`src/rtl/branch_resolve_unit.sv`:
```
// Branch resolution for EX: condition evaluation, misprediction redirect, multi-cycle flush
// and statistics. Optional 2-bit BHT for fetch prediction when BRANCH_BHT_EN is defined.
module branch_resolve_unit #(
  parameter int unsigned FLUSH_CYCLES = 2,
  parameter int unsigned BHT_IDX_W    = 4,
  parameter int unsigned CNT_W        = 16
) (
  input  logic             clk,
  input  logic             rst,
  input  logic             br_valid,
  input  logic [2:0]       br_funct3,
  input  logic [31:0]      br_pc,
  input  logic [31:0]      br_target,
  input  logic             ex_pred_taken,
  input  logic             BEQ,
  input  logic             BLT,
  output logic             BrUn,
  input  logic [31:0]      if_pc,
  output logic             if_pred_taken,
  output logic             redirect,
  output logic [31:0]      redirect_pc,
  output logic             flush,
  output logic             illegal_br,
  output logic [CNT_W-1:0] br_count,
  output logic [CNT_W-1:0] mispred_count
);

  localparam logic [2:0] FLUSH_LOAD = 3'(FLUSH_CYCLES);

  logic [2:0] flush_cnt;
  logic       taken;
  logic       legal;
  logic       accepted;
  logic       resolve;
  logic       pred;
  logic       mispredict;

  always_comb begin
    taken = 1'b0;
    legal = 1'b1;
    case (br_funct3)
      3'b000:         taken = BEQ;
      3'b001:         taken = ~BEQ;
      3'b100, 3'b110: taken = BLT;
      3'b101, 3'b111: taken = ~BLT;
      default:        legal = 1'b0;
    endcase
  end

  assign BrUn       = br_valid & br_funct3[1];
  assign flush      = (flush_cnt != '0);
  assign accepted   = br_valid & ~flush;
  assign resolve    = accepted & legal;
  // Illegal encodings never redirect, even if the carried prediction said taken.
  assign mispredict = resolve & (taken != pred);

`ifdef BRANCH_BHT_EN
  localparam int unsigned BHT_N = 2 ** BHT_IDX_W;

  logic [1:0]           bht [BHT_N];
  logic [BHT_IDX_W-1:0] upd_idx;
  logic [BHT_IDX_W-1:0] rd_idx;
  logic                 unused_pc_bits;

  assign upd_idx        = br_pc[BHT_IDX_W+1:2];
  assign rd_idx         = if_pc[BHT_IDX_W+1:2];
  assign if_pred_taken  = bht[rd_idx][1];
  assign pred           = ex_pred_taken;
  assign unused_pc_bits = ^{if_pc[31:BHT_IDX_W+2], if_pc[1:0]};

  always_ff @(posedge clk) begin
    if (rst) begin
      for (int unsigned i = 0; i < BHT_N; i++) bht[i] <= 2'b01;
    end else if (resolve) begin
      if (taken && bht[upd_idx] != 2'b11)
        bht[upd_idx] <= bht[upd_idx] + 2'b01;
      else if (!taken && bht[upd_idx] != 2'b00)
        bht[upd_idx] <= bht[upd_idx] - 2'b01;
    end
  end
`else
  logic unused_pred_inputs;

  assign if_pred_taken      = 1'b0;
  assign pred               = 1'b0;
  assign unused_pred_inputs = ^{if_pc, ex_pred_taken};
`endif

  always_ff @(posedge clk) begin
    if (rst) begin
      redirect      <= 1'b0;
      redirect_pc   <= '0;
      flush_cnt     <= '0;
      illegal_br    <= 1'b0;
      br_count      <= '0;
      mispred_count <= '0;
    end else begin
      redirect   <= mispredict;
      illegal_br <= accepted & ~legal;
      if (mispredict)
        redirect_pc <= taken ? br_target : br_pc + 32'd4;
      if (mispredict)
        flush_cnt <= FLUSH_LOAD;
      else if (flush)
        flush_cnt <= flush_cnt - 3'd1;
      if (resolve && br_count != '1)
        br_count <= br_count + CNT_W'(1);
      if (mispredict && mispred_count != '1)
        mispred_count <= mispred_count + CNT_W'(1);
    end
  end

endmodule

```
`config.mk`:
```
export PLATFORM = sky130hd
export DESIGN_NAME = branch_resolve_unit
export DESIGN_NICKNAME = d
export VERILOG_FILES = /design/src/rtl/branch_resolve_unit.sv
export SDC_FILE = /design/constraint.sdc
export NUM_CORES = 1
export LEC_CHECK = 0
export ABC_AREA = 0
export BUFFER_PORTS_ARGS = -buffer_cell sky130_fd_sc_hd__buf_2
export CAP_MARGIN = 20
export CORE_UTILIZATION = 44
export DETAILED_ROUTE_END_ITERATION = 8
export GPL_ROUTABILITY_DRIVEN = 0
export GPL_TIMING_DRIVEN = 0
export HOLD_SLACK_MARGIN = 0.03
export PLACE_DENSITY = 0.8
export SETUP_SLACK_MARGIN = 0.5
export SYNTH_ARGS = -nofsm -noshare
export SYNTH_HDL_FRONTEND = slang
export SYNTH_SLANG_ARGS = --single-unit
export TNS_END_PERCENT = 1
```
`constraint.sdc`:
```
create_clock -name clk -period 2.3 [get_ports clk]
set_input_delay 0.345 -clock clk [delete_from_list [all_inputs] [get_ports clk]]
set_output_delay 0.345 -clock clk [all_outputs]
set_load 0.01 [all_outputs]
```
==> metrics.yaml <==
yosys:
  ys_warn_count: 0
  synth_area_per_cell_sq_um: 8.56
  yosys_most_used_dff: "dfxtp_1"
  synth-simple-area-share_pct: 29.0
  yosysTopAreaCell: "dfxtp_1"
  synth_fa_ha_area_share_pct: 0.826
  synth_nets: 461
  yosys-mux-area-fraction_pct: 2.56
  ys_seq_area_share_pct: 45.6
  synth_top_area_share_pct: 45.6
  synth_cell_types: 49
  synth_area_leaders: "dfxtp_1 (46%), nand2_1 (9.0%), a21oi_1 (6.4%), xnor2_1 (4.6%), nor2_1 (3.8%)"
  synth_most_common_cell: "nand2_1"
  synth_top_family_by_area: "simple AND/OR/NAND/NOR gates"
  synth_compound_area_share_pct: 12.6
  synthTopCellsByCount: "nand2_1 (73), dfxtp_1 (69), a21oi_1 (39)"
  ys_async_sr_fraction_pct: 0
  synth_edf_count: 0
  netlist_area_sq_um: 3030
  postSynthRegisterBits: 69
  synthXorXnorAreaFrac_pct: 5.49
  syn_inst: 354
sta:
  rsz0062_at_grt: "true"
  hold_viol: 0
  setup_tns_ns: 0
  period_minus_slack_ns: 1.99
  fin_crit_sh_pct: 86.4
  clock.fmax_mhz: 503
  clock_skew_ns: 0.00847
  finalMaxSlewViolations: 0
  max-slew-margin-rel_pct: 64.1
  worstMarginPinSlew_ns: 0.538
  setup_viol: 0
detailed_routing:
  drt_first_iter_violations: 117
  dr.pass1.iters: 7
  num_vias: 2953
  antenna_left: 0
  drc_errors: 7
  routed_wirelength_mm: 7.59
  wl_per_cell_microns: 13.4
  viasPerCell: 5.22
pwr:
  vdd_drop_max_uv: 326
  pwr_density_cell_nw_per_um2: 600
  p_leak_uw: 0.00171
cts:
  cts_max_path_buffers: 2
  cts_root_buffer: "clkbuf_8"
  htreeDepth: 3
  cts.sinks: 69
  cts_buffers: 9
  cts_tree: "done"
  worst_skew_pair.late_latency_ns: 0.34
  clk_pin_slew_ns: 0.08
floorplan:
  start_util_pct: 46.6
  die_height_microns: 85.0
  die_x_microns: 85.0
  num_rows: 29
  dieArea_sq_um: 7220
  coreArea_sq_um: 6490
  pin_count: 174
critical_path:
  worstSetupPathType: "flop to flop"
  cp_slowest_stage_delay_ns: 0.36
  crit_family: "simple AND/OR/NAND/NOR gates"
  crit_chain: "ha_4, and3_4, and4_4, buf_8, a2111oi_4, and3_1, mux2_4"
  end_kind: "flop"
  worstPathMaxFanout: 6
  critPathBufInv: 1
  crit_arrival_ns: 2.21
  slowest_stage: "dfxtp_4"
  cp.required_ns: 2.53
  start_kind: "flop"
place:
  place_hpwl_mm: 5.32
  portBuffers: 106
final_layout:
  finalNetCount: 591
  final_util_pct: 61.2
  area_growth_pct: 31.2
  drive_gt1_share_pct: 34.4
  num_antenna_cells: 0
run:
  maxCapViolCount: 0
status:
  violations: "design-rule violations"
  status: "complete, but fails checks"
grt:
  grt_usage_pct: 21.3
  grt_pass1_wl_mm: 12.2
  antenna_found_initial: 0
  grt_pass1_vias: 2691
  overflow: 0
  grt_max_degree: 13
min_path:
  hp-class: "primary input to flop"
## layout by cell type (no fill, tap or decap), drive strengths merged, types with 7 or more instances in the layout
master and n:
xnor2 16, nor2 31, dfxtp 69, nand3 14, a21oi 39, buf 127, nand4 11, nand2 73
clkbuf 22, nor3 13, and3 7
## tightest hold or removal path, stage by stage
cell and delay, ns:
buf_2 0.09, nand2_1 0.04, a21oi_1 0.05
## registers in the layout, summed over array words and instances, names as in the netlist
register	cells
br_count	16
flush_cnt	3
illegal_br	1
mispred_count	16
redirect	1
redirect_pc	32
## through the flow
| step | worst slack, ns | cells | power, uW | hold slack [ns] | instance area (sq um) |
|---|---|---|---|---|---|
| global placement | 0.240 | 537 | 1510 | 0.438 | 3680 |
| floorplan | 0.374 | 354 | 1410 | 0.422 | 3050 |
| global route | 0.277 | 566 | 2490 | 0.219 | 3970 |
| detailed placement | 0.223 | 537 | 1520 | 0.444 | 3680 |
| finish | 0.312 | 566 | 2380 | 0.230 | 3970 |
| CTS | 0.329 | 556 | 2400 | 0.216 | 3880 |
## cell families (layout without fill, tap and decap cells)
| logic type | count (synthesis) | in the layout |
|---|---|---|
| multiplexers | 7 | 7 |
| AO/OA/AOI/OAI | 55 | 55 |
| other | 1 | 1 |
| flip-flops | 69 | 69 |
| buffers and inverters | 24 | 159 |
| adder cells (fa/ha/maj) | 2 | 2 |
| XOR/XNOR | 19 | 19 |
| AND/OR/NAND/NOR | 177 | 177 |
## layer usage
metal / global-route usage (%) / wire [microns] / up-vias
met3: 5.25 / 416 / 9
met2: 36.6 / 3780 / 98
met1: 25.8 / 3300 / 1371
met4: 7.86 / 93 / 0
li1: - / - / 1475
met5: 0 / 0 / -
## worst paths after layout
path | start | depth (start not counted) | slack, ns | to
min | br_target[18] | 3 | 0.23 | redirect_pc[18]
min reg2reg | redirect_pc[1] | 2 | 0.45 | redirect_pc[1]
max reg2reg | mispred_count[0] | 7 | 0.31 | mispred_count[6]
max | mispred_count[0] | 7 | 0.31 | mispred_count[6]
## where the power goes
group / total (uW) / internal [uW] / leakage (uW) / switching (uW)
Combinational: 251 / 103 / 0.00106 / 148
Sequential: 1250 / 1230 / 0.000560 / 20.8
Clock: 886 / 416 / 0.0000880 / 470
## timing repair
action / 4_1_cts / 5_1_grt
resized for setup: 1 / 7
setup endpoints to repair: 55 / 63
hold buffers: 0 / 0
setup buffers: 3 / 10
pin swaps: 1 / 5
## layout make-up
type                       instances  area (sq um)
sequential                        69          1390
clock inverter                     6          38.8
buffer                            20           104
fill                             561          2520
clock buffer                      10           138
inverter                           4          15.0
timing repair buffer             119           628
tap                               77          96.3
multi-input combinational        261          1570
(Power assumes the default switching activity.)
